[config.mk]
export PLATFORM = sky130hd
export DESIGN_NAME = imem_loader
export DESIGN_NICKNAME = d
export VERILOG_FILES = /design/src/rtl/imem_loader.sv
export SDC_FILE = /design/constraint.sdc
export NUM_CORES = 1
export LEC_CHECK = 0
export ABC_AREA = 1
export BUFFER_PORTS_ARGS = -buffer_cell sky130_fd_sc_hd__buf_2
export CORE_MARGIN = 10
export CORE_UTILIZATION = 53
export CTS_BUF_LIST = sky130_fd_sc_hd__clkbuf_2 sky130_fd_sc_hd__clkbuf_4 sky130_fd_sc_hd__clkbuf_8
export DETAILED_ROUTE_END_ITERATION = 10
export HOLD_SLACK_MARGIN = 0.05
export PLACE_DENSITY = 0.86
export SYNTH_ARGS = -nofsm -noshare
export SYNTH_HDL_FRONTEND = slang
export SYNTH_SLANG_ARGS = --single-unit
[constraint.sdc]
create_clock -name CLK -period 1.62 [get_ports CLK]
set_clock_uncertainty 0.15 [all_clocks]
set_input_delay 0.162 -clock CLK [delete_from_list [all_inputs] [get_ports CLK]]
set_output_delay 0.162 -clock CLK [all_outputs]
set_load 0.02 [all_outputs]
[src/rtl/imem_loader.sv]
// Byte-stream program loader: takes a length-prefixed little-endian byte stream,
// writes 32-bit words into instruction memory from address 0 and holds the core in reset until done.
module imem_loader #(
    parameter int ADDR_WIDTH = 7
) (
    input  logic                  CLK,
    input  logic                  RESET,
    input  logic                  in_valid,
    input  logic [7:0]            in_data,
    output logic                  in_ready,
    output logic                  wr_en,
    output logic [ADDR_WIDTH-1:0] wr_addr,
    output logic [31:0]           wr_data,
    output logic                  core_reset,
    output logic                  done,
    output logic                  err
);

    typedef enum logic [2:0] {
        ST_LEN_LO = 3'd0,
        ST_LEN_HI = 3'd1,
        ST_DATA   = 3'd2,
        ST_FLUSH  = 3'd3,
        ST_DONE   = 3'd4,
        ST_ERR    = 3'd5
    } state_t;

    localparam logic [16:0] DEPTH_C = 17'd1 << ADDR_WIDTH;

    state_t                state_r;
    state_t                state_s;
    logic [15:0]           len_r;
    logic [15:0]           len_s;
    logic [1:0]            byte_cnt_r;
    logic [1:0]            byte_cnt_s;
    logic [ADDR_WIDTH:0]   word_cnt_r;
    logic [ADDR_WIDTH:0]   word_cnt_s;
    logic [23:0]           word_buf_r;
    logic [23:0]           word_buf_s;
    logic                  in_ready_r;
    logic                  in_ready_s;
    logic                  wr_en_r;
    logic                  wr_en_s;
    logic [ADDR_WIDTH-1:0] wr_addr_r;
    logic [ADDR_WIDTH-1:0] wr_addr_s;
    logic [31:0]           wr_data_r;
    logic [31:0]           wr_data_s;
    logic                  core_reset_r;
    logic                  core_reset_s;
    logic                  done_r;
    logic                  done_s;
    logic                  err_r;
    logic                  err_s;

    logic                  xfer_s;
    logic [15:0]           len_full_s;
    logic                  last_word_s;

    assign xfer_s      = in_valid & in_ready_r;
    assign len_full_s  = {in_data, len_r[7:0]};
    // Word counter is one bit wider than the address so a full-depth load never wraps.
    assign last_word_s = ((16'(word_cnt_r) + 16'd1) == len_r);

    // State register.
    always_ff @(posedge CLK) begin
        if (RESET) begin
            state_r <= ST_LEN_LO;
        end else begin
            state_r <= state_s;
        end
    end

    // Next-state decode.
    always_comb begin
        state_s = state_r;
        case (state_r)
            ST_LEN_LO: begin
                if (xfer_s) begin
                    state_s = ST_LEN_HI;
                end else begin
                    state_s = ST_LEN_LO;
                end
            end
            ST_LEN_HI: begin
                if (!xfer_s) begin
                    state_s = ST_LEN_HI;
                end else if (len_full_s == 16'd0) begin
                    state_s = ST_FLUSH;
                end else if ({1'b0, len_full_s} > DEPTH_C) begin
                    state_s = ST_ERR;
                end else begin
                    state_s = ST_DATA;
                end
            end
            ST_DATA: begin
                if (xfer_s && (byte_cnt_r == 2'd3) && last_word_s) begin
                    state_s = ST_FLUSH;
                end else begin
                    state_s = ST_DATA;
                end
            end
            ST_FLUSH: state_s = ST_DONE;
            ST_DONE:  state_s = ST_DONE;
            ST_ERR:   state_s = ST_ERR;
            default:  state_s = ST_LEN_LO;
        endcase
    end

    // Status outputs decoded from the upcoming state, then registered.
    always_comb begin
        in_ready_s   = 1'b0;
        core_reset_s = 1'b1;
        done_s       = 1'b0;
        err_s        = 1'b0;
        case (state_s)
            ST_LEN_LO, ST_LEN_HI, ST_DATA: in_ready_s = 1'b1;
            ST_DONE: begin
                core_reset_s = 1'b0;
                done_s       = 1'b1;
            end
            ST_ERR:   err_s = 1'b1;
            ST_FLUSH: in_ready_s = 1'b0;
            default:  in_ready_s = 1'b0;
        endcase
    end

    // Length capture, byte lane assembly and write-strobe generation.
    always_comb begin
        len_s      = len_r;
        byte_cnt_s = byte_cnt_r;
        word_cnt_s = word_cnt_r;
        word_buf_s = word_buf_r;
        wr_en_s    = 1'b0;
        wr_addr_s  = wr_addr_r;
        wr_data_s  = wr_data_r;
        case (state_r)
            ST_LEN_LO: begin
                if (xfer_s) begin
                    len_s = {8'h00, in_data};
                end else begin
                    len_s = len_r;
                end
            end
            ST_LEN_HI: begin
                if (xfer_s) begin
                    len_s = len_full_s;
                end else begin
                    len_s = len_r;
                end
            end
            ST_DATA: begin
                if (xfer_s) begin
                    byte_cnt_s = byte_cnt_r + 2'd1;
                    case (byte_cnt_r)
                        2'd0: word_buf_s[7:0]   = in_data;
                        2'd1: word_buf_s[15:8]  = in_data;
                        2'd2: word_buf_s[23:16] = in_data;
                        2'd3: begin
                            wr_en_s    = 1'b1;
                            wr_data_s  = {in_data, word_buf_r};
                            wr_addr_s  = word_cnt_r[ADDR_WIDTH-1:0];
                            word_cnt_s = word_cnt_r + (ADDR_WIDTH+1)'(1);
                        end
                        default: byte_cnt_s = 2'd0;
                    endcase
                end else begin
                    byte_cnt_s = byte_cnt_r;
                end
            end
            default: wr_en_s = 1'b0;
        endcase
    end

    // Datapath and output registers; a reset drops any partially assembled word.
    always_ff @(posedge CLK) begin
        if (RESET) begin
            len_r        <= 16'd0;
            byte_cnt_r   <= 2'd0;
            word_cnt_r   <= '0;
            word_buf_r   <= 24'd0;
            in_ready_r   <= 1'b1;
            wr_en_r      <= 1'b0;
            wr_addr_r    <= '0;
            wr_data_r    <= 32'd0;
            core_reset_r <= 1'b1;
            done_r       <= 1'b0;
            err_r        <= 1'b0;
        end else begin
            len_r        <= len_s;
            byte_cnt_r   <= byte_cnt_s;
            word_cnt_r   <= word_cnt_s;
            word_buf_r   <= word_buf_s;
            in_ready_r   <= in_ready_s;
            wr_en_r      <= wr_en_s;
            wr_addr_r    <= wr_addr_s;
            wr_data_r    <= wr_data_s;
            core_reset_r <= core_reset_s;
            done_r       <= done_s;
            err_r        <= err_s;
        end
    end

    assign in_ready   = in_ready_r;
    assign wr_en      = wr_en_r;
    assign wr_addr    = wr_addr_r;
    assign wr_data    = wr_data_r;
    assign core_reset = core_reset_r;
    assign done       = done_r;
    assign err        = err_r;

endmodule
==> run summary <==
Post-Route WL: 9960 um
Synth Warn #: 0
Slowest stage delay, CP: 0.42 ns
Post-synthesis net count: 523
Setup violations, final: 6
Via count: 3,597
Share of layout cells above drive strength 1: 22.9%
Tcrit/Tclk final: 103%
Hold Path Class: in -> reg
CTS tree: yes
Die area: 11,000 sq um
Clock tree sinks: 97
CTS clock-pin slew for the worst setup and hold paths: 0.09 ns
Post-synth top area cell: dfxtp_1
Leakage: 2.11 nW
Pwr Density: 909 nW/um^2
FP Rows: 30
DR WL/cell: 14.4 um
Pre-Repair DR Iteration Count: 4
DRT antenna net count: 0
Critical Path Fanout Max: 7
Slowest CP cell: dfxtp_1
Initial antenna violation count: 0
Hpwl dp: 6580 um
Gate power share: 9.6%
Clk_lat worst skew: 0.36 ns
DR iter-0 viols: 173
First-pass GRT wire length: 16,200 um
Critical Path RT: 1.71 ns
Core Area: 6910 sq um
Synth top cells by count: dfxtp_1, nor2_1, o21ai_0
Max frequency: 599 MHz
CP bufs+invs: 3
Critical path, cell by cell: inv_2 > nand3_4 > nor2_4 > buf_4 > nand2_2 > clkinvlp_4 > o21ai_0 > a21oi_1
Number of max-cap violations: 0
Most common cell in the netlist: dfxtp_1
Worst Tran Pin Value: 0.319 ns
GRT Residual Overflow: 0
Via density: 5.21
Ys flop type: dfxtp_1
Critical Path Start Type: flop
Worst VDD drop: 0.641 mV
CP Capture Type: flop
Failing checks: setup timing
Syn Inst Count: 507
Clock network power share: 33.1%
Syn_area_per_cell: 7.56 sq um
Psw: 0.00111 W
Max Slew Vio Count: 0
Mapped Area: 3830 sq um
Nets: 606
Starting density of the core: 55.5%
Drc violations: 0
Post-synth EDFFs: 0
Min setup slack post-route: -0.0504 ns
Yosys reg bits: 97
Final hold viol count: 0
Share of the synthesized area in the top cell type: 50.7%
CTS max path bufs: 2
TritonCTS Buffers: 9
Flop pwr share: 57.3%
Port buffer count: 54
Routability Congestion: 0.935
Largest cells by area after synthesis: dfxtp_1, o21ai_0, nor2_1
Outcome: finished, violations left
Tot GR Track Use: 17.4%
Worst slew margin: 78.7%
Sequential area share after synthesis: 50.7%
Vias in the first global route: 3,475
Largest net degree at the start of global routing: 45
Die Height: 105 um
Netlist cell types: 23
Delay-heaviest family, CP: buffers and inverters
Total Neg Setup Slack: -0.201 ns
RSZ-0062 raised after global routing: true
Pre-CTS setup slack: -0.119 ns
WS Path Type: reg -> reg
CTS root buffer: clkbuf_8
I/O Pins: 55
Sw Share: 25.7%
Data arrival, critical path: 1.76 ns
Synth async-reset ratio: 0%
Tmin final: 1.67 ns
H-tree depth: 3
Area delta synth->final: 23.9%
Die width: 105 um
Pint: 0.00321 W
## registers in the layout, indices dropped and copies added, names as in the netlist
| register | flops |
|---|---|
| byte_cnt_r | 2 |
| core_reset | 1 |
| done | 1 |
| err | 1 |
| in_ready | 1 |
| len_r | 16 |
| state_r | 3 |
| word_buf_r | 24 |
| word_cnt_r | 8 |
| wr_addr | 7 |
| wr_data | 32 |
| wr_en | 1 |
## layer usage
| metal | share of wire, % | vias up | routed length [um] | global-route usage, % |
|---|---|---|---|---|
| met3 | 6.5 | 19 | 644 | 4.48 |
| met2 | 50 | 121 | 4960 | 29.6 |
| met5 | 0 | - | 0 | 0 |
| li1 | - | 1815 | - | - |
| met1 | 42 | 1642 | 4180 | 20.3 |
| met4 | 1.7 | 0 | 174 | 6.67 |
## layout by cell type, fill, tap and decap left out, types with 8 or more instances in the layout
cell,n
inv_1,35
buf_2,54
clkbuf_8,10
nor2_1,86
nand2_1,66
dfxtp_1,93
a21oi_1,57
dlygate4sd3_1,10
nand3_1,21
nand2_2,8
buf_4,23
o21ai_0,74
## area by class of cell
cell class              instances  area (sq um)
fillers                       584          2160
flip-flops and latches         97          1950
multi-input cells             343          1670
repair buffers                 93           636
inverters                      44           180
clock buffers                  11           145
well taps                      96           120
clock inverters                 4          27.5
repair inverters                2          15.0
diodes                          1          2.50
## per-stage QoR
step	util (%)	instance area, sq um	instances	total power [W]	hold slack [ns]
3_5_place_dp	62.4	4310	658	0.00290	0.288
3_3_place_gp	62.4	4310	658	0.00290	0.280
5_1_grt	68.7	4740	690	0.00448	0.0967
2_1_floorplan	-	3830	507	0.00277	0.155
6_report	68.7	4750	691	0.00431	0.0917
4_1_cts	67.5	4660	684	0.00430	0.0748
## power by group through the flow
| stage | Combinational (W) | Clock [W] | Sequential, W |
|---|---|---|---|
| 2_1_floorplan | 0.000244 | 0 | 0.00252 |
| 3_3_place_gp | 0.000372 | 0 | 0.00252 |
| 3_5_place_dp | 0.000380 | 0 | 0.00252 |
| 4_1_cts | 0.000400 | 0.00143 | 0.00247 |
| 5_1_grt | 0.000462 | 0.00154 | 0.00248 |
| 6_report | 0.000416 | 0.00143 | 0.00247 |
## worst paths after layout
kind                                  to  slack (ns)  cells past startpoint                    from
min               len_r[15]$_SDFFE_PP0P_        0.09                      4              in_data[7]
max          word_buf_r[14]$_SDFFE_PP0P_       -0.05                      8   state_r[0]$_SDFF_PP0_
max reg2reg  word_buf_r[14]$_SDFFE_PP0P_       -0.05                      8   state_r[0]$_SDFF_PP0_
min reg2reg       len_r[11]$_SDFFE_PP0P_        0.32                      2  len_r[11]$_SDFFE_PP0P_
## timing repair
item,4_1_cts,5_1_grt
setup endpoints to repair,8,52
resized for setup,14,21
hold buffers,10,0
pin swaps,7,8
gates cloned,1,2
setup buffers,0,4
hold endpoints to repair,9,0
## kinds of logic (layout without fill, tap and decap cells)
family | after synthesis | in the layout | synth area share, %
and+or+nand+nor | 197 | 197 | 21.9
AOI/OAI and AO/OA | 141 | 141 | 18.7
DFF | 97 | 97 | 50.7
buffers and inverters | 67 | 154 | 7.09
adders and majority gates | 5 | 5 | 1.63
other | 0 | 1 | 0
## worst register-to-register path: cells and delay by family (launching register included)
family,cells,cell delay (ns)
buffers and inverters,3,0.44
flip-flops,1,0.42
AO/OA/AOI/OAI,2,0.28
AND/OR/NAND/NOR,3,0.26
No activity file was read; power rests on OpenSTA's default activity.
